===== src/rtl/riscv_pkg.sv =====
// Shared encodings for the multi-cycle RISC-V main controller: opcodes, FSM states,
// instruction classes and the datapath select fields.
package riscv_pkg;

    localparam int unsigned OPCODE_W = 7;
    localparam int unsigned SEL_W    = 2;

    localparam logic [OPCODE_W-1:0] OP_R      = 7'b0110011;
    localparam logic [OPCODE_W-1:0] OP_I      = 7'b0010011;
    localparam logic [OPCODE_W-1:0] OP_LOAD   = 7'b0000011;
    localparam logic [OPCODE_W-1:0] OP_STORE  = 7'b0100011;
    localparam logic [OPCODE_W-1:0] OP_BRANCH = 7'b1100011;
    localparam logic [OPCODE_W-1:0] OP_JAL    = 7'b1101111;
    localparam logic [OPCODE_W-1:0] OP_JALR   = 7'b1100111;
    localparam logic [OPCODE_W-1:0] OP_LUI    = 7'b0110111;
    localparam logic [OPCODE_W-1:0] OP_AUIPC  = 7'b0010111;
    localparam logic [OPCODE_W-1:0] OP_SYSTEM = 7'b1110011;

    // S_RESET is the fetch-pending state held while reset is asserted.
    typedef enum logic [2:0] {
        S_RESET,
        S_FETCH,
        S_DECODE,
        S_EXEC,
        S_MEM,
        S_WB,
        S_HALT,
        S_TRAP
    } state_t;

    typedef enum logic [3:0] {
        C_R,
        C_I,
        C_LOAD,
        C_STORE,
        C_BRANCH,
        C_JAL,
        C_JALR,
        C_LUI,
        C_AUIPC,
        C_HALT,
        C_ILLEGAL
    } opclass_t;

    localparam logic [SEL_W-1:0] PCSRC_PLUS4 = 2'b00;
    localparam logic [SEL_W-1:0] PCSRC_REL   = 2'b01;
    localparam logic [SEL_W-1:0] PCSRC_JALR  = 2'b10;

    localparam logic [SEL_W-1:0] WBSEL_ALU = 2'b00;
    localparam logic [SEL_W-1:0] WBSEL_MEM = 2'b01;
    localparam logic [SEL_W-1:0] WBSEL_PC4 = 2'b10;

    localparam logic [SEL_W-1:0] ALUOP_ADD    = 2'b00;
    localparam logic [SEL_W-1:0] ALUOP_BRANCH = 2'b01;
    localparam logic [SEL_W-1:0] ALUOP_FUNCT  = 2'b10;

    typedef struct packed {
        logic             ir_write;
        logic             pc_write;
        logic [SEL_W-1:0] pc_src;
        logic             alu_src;
        logic [SEL_W-1:0] alu_op;
        logic [SEL_W-1:0] wb_sel;
        logic             reg_write;
        logic             mem_read;
        logic             mem_write;
        logic             branch;
        logic             halt;
        logic             trap;
    } ctrl_t;

endpackage


===== src/rtl/mc_controller_if.sv =====
// Control/status bundle between the multi-cycle controller and its datapath.
interface mc_controller_if;

    logic [6:0] Opcode;
    logic       BrTaken;
    logic       MemReady;
    logic       IRWrite;
    logic       PCWrite;
    logic [1:0] PCSrc;
    logic       ALUSrc;
    logic [1:0] ALUOp;
    logic [1:0] WBSel;
    logic       RegWrite;
    logic       MemRead;
    logic       MemWrite;
    logic       Branch;
    logic       Halt;
    logic       Trap;

    modport master (
        input  Opcode, BrTaken, MemReady,
        output IRWrite, PCWrite, PCSrc, ALUSrc, ALUOp, WBSel,
               RegWrite, MemRead, MemWrite, Branch, Halt, Trap
    );

    modport slave (
        output Opcode, BrTaken, MemReady,
        input  IRWrite, PCWrite, PCSrc, ALUSrc, ALUOp, WBSel,
               RegWrite, MemRead, MemWrite, Branch, Halt, Trap
    );

endinterface


===== src/rtl/op_classifier.sv =====
// Combinational opcode-to-class decode; the halt opcode wins over every other class.
module op_classifier
    import riscv_pkg::*;
#(
    parameter logic [6:0] HALT_OPCODE = OP_SYSTEM,
    parameter bit         EN_JUMPS    = 1'b1
) (
    input  logic [6:0] opcode,
    output opclass_t   opclass
);

    always_comb begin
        opclass = C_ILLEGAL;
        if (opcode == HALT_OPCODE) begin
            opclass = C_HALT;
        end else begin
            case (opcode)
                OP_R:      opclass = C_R;
                OP_I:      opclass = C_I;
                OP_LOAD:   opclass = C_LOAD;
                OP_STORE:  opclass = C_STORE;
                OP_BRANCH: opclass = C_BRANCH;
                OP_JAL:    opclass = EN_JUMPS ? C_JAL : C_ILLEGAL;
                OP_JALR:   opclass = EN_JUMPS ? C_JALR : C_ILLEGAL;
                OP_LUI:    opclass = C_LUI;
                OP_AUIPC:  opclass = C_AUIPC;
                default:   opclass = C_ILLEGAL;
            endcase
        end
    end

endmodule


===== src/rtl/mc_controller.sv =====
// Multi-cycle main controller: sequences fetch/decode/exec/mem/writeback, with
// halt, illegal-opcode trap and a bounded wait for data-memory ready.
module mc_controller
    import riscv_pkg::*;
#(
    parameter logic [6:0]  HALT_OPCODE = OP_SYSTEM,
    parameter int unsigned TIMEOUT_W   = 4,
    parameter bit          EN_JUMPS    = 1'b1
) (
    input  logic            clk,
    input  logic            reset,
    mc_controller_if.master bus
);

    localparam logic [TIMEOUT_W-1:0] WAIT_ONE = TIMEOUT_W'(1);
    localparam logic [TIMEOUT_W-1:0] WAIT_MAX = '1;

    state_t               state;
    state_t               state_next;
    opclass_t             cls;
    opclass_t             cls_next;
    opclass_t             cls_dec;
    logic [TIMEOUT_W-1:0] wait_cnt;
    logic [TIMEOUT_W-1:0] wait_next;
    logic [TIMEOUT_W-1:0] wait_inc;
    ctrl_t                ctl;

    op_classifier #(
        .HALT_OPCODE (HALT_OPCODE),
        .EN_JUMPS    (EN_JUMPS)
    ) u_classifier (
        .opcode  (bus.Opcode),
        .opclass (cls_dec)
    );

    always_ff @(posedge clk or posedge reset) begin
        if (reset) begin
            state    <= S_RESET;
            cls      <= C_ILLEGAL;
            wait_cnt <= '0;
        end else begin
            state    <= state_next;
            cls      <= cls_next;
            wait_cnt <= wait_next;
        end
    end

    // Next state, latched class and memory-wait counter.
    always_comb begin
        state_next = state;
        cls_next   = cls;
        wait_next  = wait_cnt;
        wait_inc   = wait_cnt + WAIT_ONE;
        case (state)
            S_RESET:  state_next = S_FETCH;
            S_FETCH:  state_next = S_DECODE;
            S_DECODE: begin
                cls_next = cls_dec;
                case (cls_dec)
                    C_HALT:    state_next = S_HALT;
                    C_ILLEGAL: state_next = S_TRAP;
                    default:   state_next = S_EXEC;
                endcase
            end
            S_EXEC: begin
                wait_next = '0;
                case (cls)
                    C_LOAD, C_STORE: state_next = S_MEM;
                    C_BRANCH:        state_next = S_FETCH;
                    default:         state_next = S_WB;
                endcase
            end
            S_MEM: begin
                // Ready on the cycle the counter would saturate still completes.
                if (bus.MemReady) begin
                    state_next = (cls == C_LOAD) ? S_WB : S_FETCH;
                end else begin
                    wait_next = wait_inc;
                    if (wait_inc == WAIT_MAX) begin
                        state_next = S_TRAP;
                    end
                end
            end
            S_WB:     state_next = S_FETCH;
            S_HALT:   state_next = S_HALT;
            S_TRAP:   state_next = S_TRAP;
            default:  state_next = S_RESET;
        endcase
    end

    // Moore decode of state/class; PCWrite on a taken branch is the only Mealy term.
    always_comb begin
        ctl = '0;
        case (state)
            S_FETCH: begin
                ctl.ir_write = 1'b1;
                ctl.pc_write = 1'b1;
                ctl.pc_src   = PCSRC_PLUS4;
            end
            S_EXEC: begin
                case (cls)
                    C_R: begin
                        ctl.alu_op = ALUOP_FUNCT;
                    end
                    C_I: begin
                        ctl.alu_src = 1'b1;
                        ctl.alu_op  = ALUOP_FUNCT;
                    end
                    C_LOAD, C_STORE, C_LUI, C_AUIPC: begin
                        ctl.alu_src = 1'b1;
                        ctl.alu_op  = ALUOP_ADD;
                    end
                    C_BRANCH: begin
                        ctl.branch   = 1'b1;
                        ctl.alu_op   = ALUOP_BRANCH;
                        ctl.pc_src   = PCSRC_REL;
                        ctl.pc_write = bus.BrTaken;
                    end
                    C_JAL: begin
                        ctl.pc_write = 1'b1;
                        ctl.pc_src   = PCSRC_REL;
                    end
                    C_JALR: begin
                        ctl.pc_write = 1'b1;
                        ctl.pc_src   = PCSRC_JALR;
                    end
                    default: ;
                endcase
            end
            S_MEM: begin
                ctl.mem_read  = (cls == C_LOAD);
                ctl.mem_write = (cls == C_STORE);
            end
            S_WB: begin
                ctl.reg_write = 1'b1;
                if (cls == C_LOAD) begin
                    ctl.wb_sel = WBSEL_MEM;
                end else if (cls == C_JAL || cls == C_JALR) begin
                    ctl.wb_sel = WBSEL_PC4;
                end else begin
                    ctl.wb_sel = WBSEL_ALU;
                end
            end
            S_HALT:  ctl.halt = 1'b1;
            S_TRAP:  ctl.trap = 1'b1;
            default: ;
        endcase
    end

    assign bus.IRWrite  = ctl.ir_write;
    assign bus.PCWrite  = ctl.pc_write;
    assign bus.PCSrc    = ctl.pc_src;
    assign bus.ALUSrc   = ctl.alu_src;
    assign bus.ALUOp    = ctl.alu_op;
    assign bus.WBSel    = ctl.wb_sel;
    assign bus.RegWrite = ctl.reg_write;
    assign bus.MemRead  = ctl.mem_read;
    assign bus.MemWrite = ctl.mem_write;
    assign bus.Branch   = ctl.branch;
    assign bus.Halt     = ctl.halt;
    assign bus.Trap     = ctl.trap;

endmodule


===== src/flat_wrapper.sv =====
// flat-port wrapper written by rule: the top's interface ports become plain ports
module mc_controller_flat import riscv_pkg::*;
#(
    parameter logic [6:0]  HALT_OPCODE = OP_SYSTEM,
    parameter int unsigned TIMEOUT_W   = 4,
    parameter bit          EN_JUMPS    = 1'b1
)
  (clk, reset, bus_Opcode, bus_BrTaken, bus_MemReady, bus_IRWrite, bus_PCWrite, bus_PCSrc, bus_ALUSrc, bus_ALUOp, bus_WBSel, bus_RegWrite, bus_MemRead, bus_MemWrite, bus_Branch, bus_Halt, bus_Trap);
  mc_controller_if bus_i ();
  input  logic clk;
  input  logic reset;
  input wire logic [$bits(bus_i.Opcode)-1:0] bus_Opcode;
  input wire logic [$bits(bus_i.BrTaken)-1:0] bus_BrTaken;
  input wire logic [$bits(bus_i.MemReady)-1:0] bus_MemReady;
  output wire logic [$bits(bus_i.IRWrite)-1:0] bus_IRWrite;
  output wire logic [$bits(bus_i.PCWrite)-1:0] bus_PCWrite;
  output wire logic [$bits(bus_i.PCSrc)-1:0] bus_PCSrc;
  output wire logic [$bits(bus_i.ALUSrc)-1:0] bus_ALUSrc;
  output wire logic [$bits(bus_i.ALUOp)-1:0] bus_ALUOp;
  output wire logic [$bits(bus_i.WBSel)-1:0] bus_WBSel;
  output wire logic [$bits(bus_i.RegWrite)-1:0] bus_RegWrite;
  output wire logic [$bits(bus_i.MemRead)-1:0] bus_MemRead;
  output wire logic [$bits(bus_i.MemWrite)-1:0] bus_MemWrite;
  output wire logic [$bits(bus_i.Branch)-1:0] bus_Branch;
  output wire logic [$bits(bus_i.Halt)-1:0] bus_Halt;
  output wire logic [$bits(bus_i.Trap)-1:0] bus_Trap;
  assign bus_i.Opcode = bus_Opcode;
  assign bus_i.BrTaken = bus_BrTaken;
  assign bus_i.MemReady = bus_MemReady;
  assign bus_IRWrite = bus_i.IRWrite;
  assign bus_PCWrite = bus_i.PCWrite;
  assign bus_PCSrc = bus_i.PCSrc;
  assign bus_ALUSrc = bus_i.ALUSrc;
  assign bus_ALUOp = bus_i.ALUOp;
  assign bus_WBSel = bus_i.WBSel;
  assign bus_RegWrite = bus_i.RegWrite;
  assign bus_MemRead = bus_i.MemRead;
  assign bus_MemWrite = bus_i.MemWrite;
  assign bus_Branch = bus_i.Branch;
  assign bus_Halt = bus_i.Halt;
  assign bus_Trap = bus_i.Trap;
  mc_controller #(.HALT_OPCODE(HALT_OPCODE), .TIMEOUT_W(TIMEOUT_W), .EN_JUMPS(EN_JUMPS)) u_core (.clk(clk), .reset(reset), .bus(bus_i));
endmodule

===== config.mk =====
export PLATFORM = sky130hd
export DESIGN_NAME = mc_controller_flat
export DESIGN_NICKNAME = d
export VERILOG_FILES = /design/src/rtl/riscv_pkg.sv /design/src/rtl/mc_controller_if.sv /design/src/rtl/op_classifier.sv /design/src/rtl/mc_controller.sv /design/src/flat_wrapper.sv
export SDC_FILE = /design/constraint.sdc
export NUM_CORES = 1
export LEC_CHECK = 0
export ABC_AREA = 1
export CAP_MARGIN = 20
export CORE_UTILIZATION = 30
export CTS_CLUSTER_SIZE = 28
export DETAILED_ROUTE_END_ITERATION = 10
export PLACE_DENSITY = 0.54
export SLEW_MARGIN = 20
export SYNTH_ARGS = -nofsm -noshare
export SYNTH_HDL_FRONTEND = slang
export SYNTH_SLANG_ARGS = --single-unit

===== constraint.sdc =====
create_clock -name clk -period 1.63 [get_ports clk]
set_clock_uncertainty 0.05 [all_clocks]
set_input_delay 0.4075 -clock clk [delete_from_list [all_inputs] [get_ports clk]]
set_output_delay 0.4075 -clock clk [all_outputs]
set_load 0.01 [all_outputs]

* Word-level counts from Yosys, hierarchy flattened
Cells that the tools add are included.
** Cells by class
- $add $sub $neg :: 1
- $mul :: 0
- Div/mod/pow operators :: 0
- Magnitude comparators :: 0
- Equal/unequal tests :: 30
- Shift operators :: 0
- Multiplexer cells :: 24
- Bitwise operators :: 0
- Reductions and logical operators :: 9
** Operators with widths (count)
- 4-bit one-hot mux with 9 select lines :: 1
- 7-bit == test (second input constant) :: 4
- 7-bit by 6-bit == test with 1-bit output (second input constant) :: 3
- 3-bit one-hot mux with 7 select lines :: 1
- 3-bit one-hot mux with 2 select lines :: 3
- 4-bit by 3-bit == test with 1-bit output (second input constant) :: 4
- 4-bit == test (second input constant) :: 4
- 3-bit two-way mux :: 5
- 7-bit by 5-bit == test with 1-bit output (second input constant) :: 2
- 3-bit == test (second input constant) :: 4
- 3-bit one-hot mux with 3 select lines :: 1
- 4-bit by 2-bit == test with 1-bit output (second input constant) :: 2
- 4-bit two-way mux :: 2
- 4-bit one-hot mux with 2 select lines :: 1
- 7-bit by 2-bit == test with 1-bit output (second input constant) :: 1
- 3-bit by 2-bit == test with 1-bit output (second input constant) :: 2
- 1-bit two-way mux :: 6
- 2-bit two-way mux :: 3
- 2-bit OR reduction :: 3
- 5-bit OR reduction :: 1
- 4-bit by 1-bit adder with 4-bit output (second input constant) :: 1
- 4-bit by 1-bit == test with 1-bit output (second input constant) :: 1
- 4-bit logical NOT :: 1
- 2-bit one-hot mux with 2 select lines :: 1
- 7 further kinds :: 7
** Word-level totals
- Register bits after elaboration :: 11
- Bits in latches :: 0
- Bits in writable memories :: 0
- Memory bits (read-only) :: 0
- Input port bits :: 11
- Output and inout port bits :: 15
- Memories :: 0

* Depth between registers and ports, before layout
- Depth in word-level cells :: 6
- Gate-level depth with buffers :: 10
- Mapped depth without buffers :: 10

* By module
Synthesis repeated with hierarchy kept, for this count alone.
** Unflattened totals
- Cell total of the unflattened synthesis :: 164
- Area total of the unflattened synthesis :: 996.0 µm²
** By module, submodules not included
- mc_controller :: instances 1, cells an instance 120, area an instance 785.8 µm², sequential area each 277.8 µm²
- op_classifier :: instances 1, cells an instance 44, area an instance 210.2 µm², sequential area each 0.0 µm²

* Worst setup path after synthesis
Ideal clock, no wire load.
- Kind :: reg-to-output
- Start point :: register u_core.cls[1]
- End point :: output bus_ALUSrc
- Data arrival time :: 1.151 ns
- Path slack :: 0.022 ns
- Cell stages (with the launch flop) :: 5
- Buffers on the path :: 0
- Cell sequence :: dfstp_2 -> nor2_1 -> inv_1 -> nand2_1 -> a221oi_1
** Between the ends
- Word-level cells in the longest chain between the ends :: 4
** Ends and longest elaborated chain
- start: declaration :: RTL line mc_controller.sv:20 : opclass_t cls;
- start signal: assignment :: RTL line mc_controller.sv:43 : cls <= cls_next;
- 4-bit by 3-bit == test with 1-bit output (tied with other cells) :: RTL line mc_controller.sv:101 : case (cls)
- 5-bit OR reduction (no line) (*)
- 1-bit two-way mux (*) :: RTL line mc_controller.sv:101
- 3-bit two-way mux (*) :: RTL line mc_controller.sv:94 : case (state)
- end: declaration :: RTL line flat_wrapper.sv:18 : output wire logic [$bits(bus_i.ALUSrc)-1:0] bus_ALUSrc;
Mark *: on every way between the ends. The rest lies on a longest branch, timed or not.

* Worst setup path after layout
- Start point :: register u_core.cls[1]
- End point :: output bus_MemRead
** Between the ends
- Word-level cells in the longest chain between the ends :: 2
** Ends and longest elaborated chain
- 4-bit by 2-bit == test with 1-bit output :: RTL line mc_controller.sv:131 : ctl.mem_read = (cls == C_LOAD);
- 2-bit two-way mux :: RTL line mc_controller.sv:94
- end: declaration :: RTL line flat_wrapper.sv:22 : output wire logic [$bits(bus_i.MemRead)-1:0] bus_MemRead;
No other way between the ends.

==> results.ini <==
[synth]
synthAdderAreaFrac = 0.0266
netlist_instances = 151
yosys.cell_count.top_type = nand2_1
avgSynthCellArea_um2 = 6.23
yosysSeqAreaShare = 0.295
synth_xor_area_frac = 0.0186
synth_top_area_cell = dfrtp_1
netlist_area_um2 = 941
synth_top_area_share = 0.239
synth_simple_gate_area_frac = 0.430
dominantRegCellSynth = dfrtp_1
synth_fp_nets = 164
synth_top_family_by_area = simple AND/OR/NAND/NOR gates
muxShareOfSynthArea = 0.0160
synth_common_cells = 37 x nand2_1, 30 x nor2_1, 25 x inv_1
synth_compound_area_frac = 0.0984
post_synth_num_cell_types = 27
ys_warn_count = 0
synth-edff-count = 0
synthTopCellsByArea = dfrtp_1 24%, nand2_1 15%, nor2_1 12%, inv_1 10%, dfstp_2 5.6%
async_reset_ff_frac = 1.00
ys_ff_latch = 11

[floorplan]
core_um2 = 2850
die-area_um2 = 3360
rows = 19
initial_core_util = 0.330
die_h_um = 58.0
die_width_um = 58.0
num_io_pins = 26

[worst_setup_path]
crit_chain = buf_6 > inv_2 > nor2_1 > nand2_1 > nor2_2 > buf_2
reg2reg_from = u_core.state[1]
arrival_ns = 1.41
crit_required_ns = 1.17
critical_path_class = reg -> out
crit_path_end_kind = primary output
path_buf_inv = 3
critical_path.startpoint = u_core.cls[1]
critical_path.max_stage_delay_ns = 0.58
crit_family = flip-flops
path_max_fanout = 4
crit_slowest_cell = dfstp_2
cp-start-kind = flop

[place]
place.gp.congestion = 0.866
dp_hpwl_um = 2020
port_buffers = 25
place_area_um2 = 1460

[grt]
grt_pass1_wl_um = 4670
overflow = 0
antenna_found_initial = 0
grt_pass1_vias = 1170
track_usage = 0.178
grt_max_degree = 12

[sta]
max_freq_mhz = 534
hold_viol = 0
tns_ns = -2.24
period_share = 1.15
rsz0062_at_grt = true
slew_headroom = 0.729
min_period_ns = 1.87
setup_viol = 14
tightest_slew_ns = 0.405
worst_slack_ns = -0.242
drv_slew = 0

[layout]
finalInstanceArea_um2 = 1720
seq_area_um2 = 278
num_antenna_cells = 0
multi_input_comb_area_um2 = 699
drive_gt1_frac = 0.467
nFillCells = 270
finalNetCount = 239
syn_to_final_growth_pct = 83.2

[status]
violations = DRC, setup timing
status = complete, but fails checks

[power]
power_density_nw_per_um2 = 1570
irDropWorstVdd_mv = 0.519
p_leak_uw = 0.000888

[clocking]
cts_sinks = 11
cts_tree = done
htreeDepth = 1
cts_buffers = 3
clock_latency_ns = 0.27
ctsHoldBuffers = 0
clk_pin_slew_ns = 0.07
cts-root-buf = clkbuf_4
clk_path_buf_depth = 2

[routing]
topRoutingLayerUsed = met4
routed_wl_um = 2840
drtPass1Iterations = 7
vias = 1234
wl_met1_um = 1190
vias_per_cell = 4.82
antenna_left = 0
drt_iter0_markers = 22
wl_met3_um = 95
drc_errors = 3
wl_met2_um = 1500
wl_per_cell_um = 11.1

[flow_run]
maxCapViolCount = 0

[min_path]
hold_class = in -> async

## final cells by class
class,count,share of cell area
inverter,26,0.0581
multi-input combinational,113,0.406
tap,31,0.0225
sequential,11,0.161
timing repair buffer,71,0.337
clock buffer,3,0.0131
clock inverter,1,0.00290
## repair_timing
item	CTS	global route
buffers inserted	6	8
pin swaps	7	14
setup endpoints to repair	17	22
gates resized for setup	84	37
## sequential cells by signal, indices dropped and copies added, names as in the netlist
signal,cells
u_core.wait_cnt,4
u_core.state,3
u_core.cls,4
## report_power, final
group	total (µW)	switching [µW]	leakage [µW]	internal [µW]
clock network	186	94.6	0.0000177	91.1
registers	507	109	0.000137	398
logic	2010	970	0.000734	1040
total	2700	1170	0.000888	1530
## cell families after synthesis
kind of cell,after synthesis
xor gates and xnor gates,2
adders and majority gates,2
DFF,11
and+or+nand+nor,92
AOI/OAI and AO/OA,16
buffers and inverters,27
muxes,1
## path summary, 6_finish.rpt
| check | to | slack (ns) | cells after the start |
|---|---|---|---|
| worst max-delay path | bus_MemRead | -0.24 | 6 |
| worst min-delay path | u_core.wait_cnt[3] | 0.36 | 2 |
| worst max register to register | u_core.wait_cnt[1] | 0.02 | 6 |
| worst min register to register | u_core.wait_cnt[3] | 0.51 | 2 |
| max in group asynchronous | u_core.cls[1] | 0.84 | 2 |
| min in group clk | u_core.wait_cnt[3] | 0.51 | 2 |
## cells in the final DEF (no fill, tap or decap), types with 6 or more instances in the layout
cell	n
buf_4	34
nor2_1	22
nand3_1	8
dfrtp_1	9
clkdlybuf4s50_1	9
buf_6	14
nand2_1	32
inv_1	19
inv_2	6
buf_2	13
## layer usage
| metal | vias up | global-route usage |
|---|---|---|
| li1 | 631 | - |
| met1 | 574 | 0.210 |
| met2 | 24 | 0.309 |
| met3 | 5 | 0.0223 |
| met4 | 0 | 0.105 |
| met5 | - | 0 |
## worst register-to-register path, cell delays in order (launching register included)
cell and delay, ns:
dfrtp_1 0.43, inv_2 0.16, nand3_4 0.12, buf_6 0.13, or2_4 0.25, nand2_4 0.07
mux2_4 0.29
## stage by stage
step	setup WS [ns]	power, µW	util	std cells	hold WS, ns
3_5_place_dp	-0.452	1860	0.511	238	0.500
3_3_place_gp	-0.441	1850	0.511	238	0.485
6_report	-0.242	2700	0.604	256	0.362
4_1_cts	-0.243	2220	0.535	248	0.374
2_1_floorplan	0.0216	1100	-	151	0.209
5_1_grt	-0.362	2910	0.604	256	0.422
No activity file was read; power rests on OpenSTA's default activity.
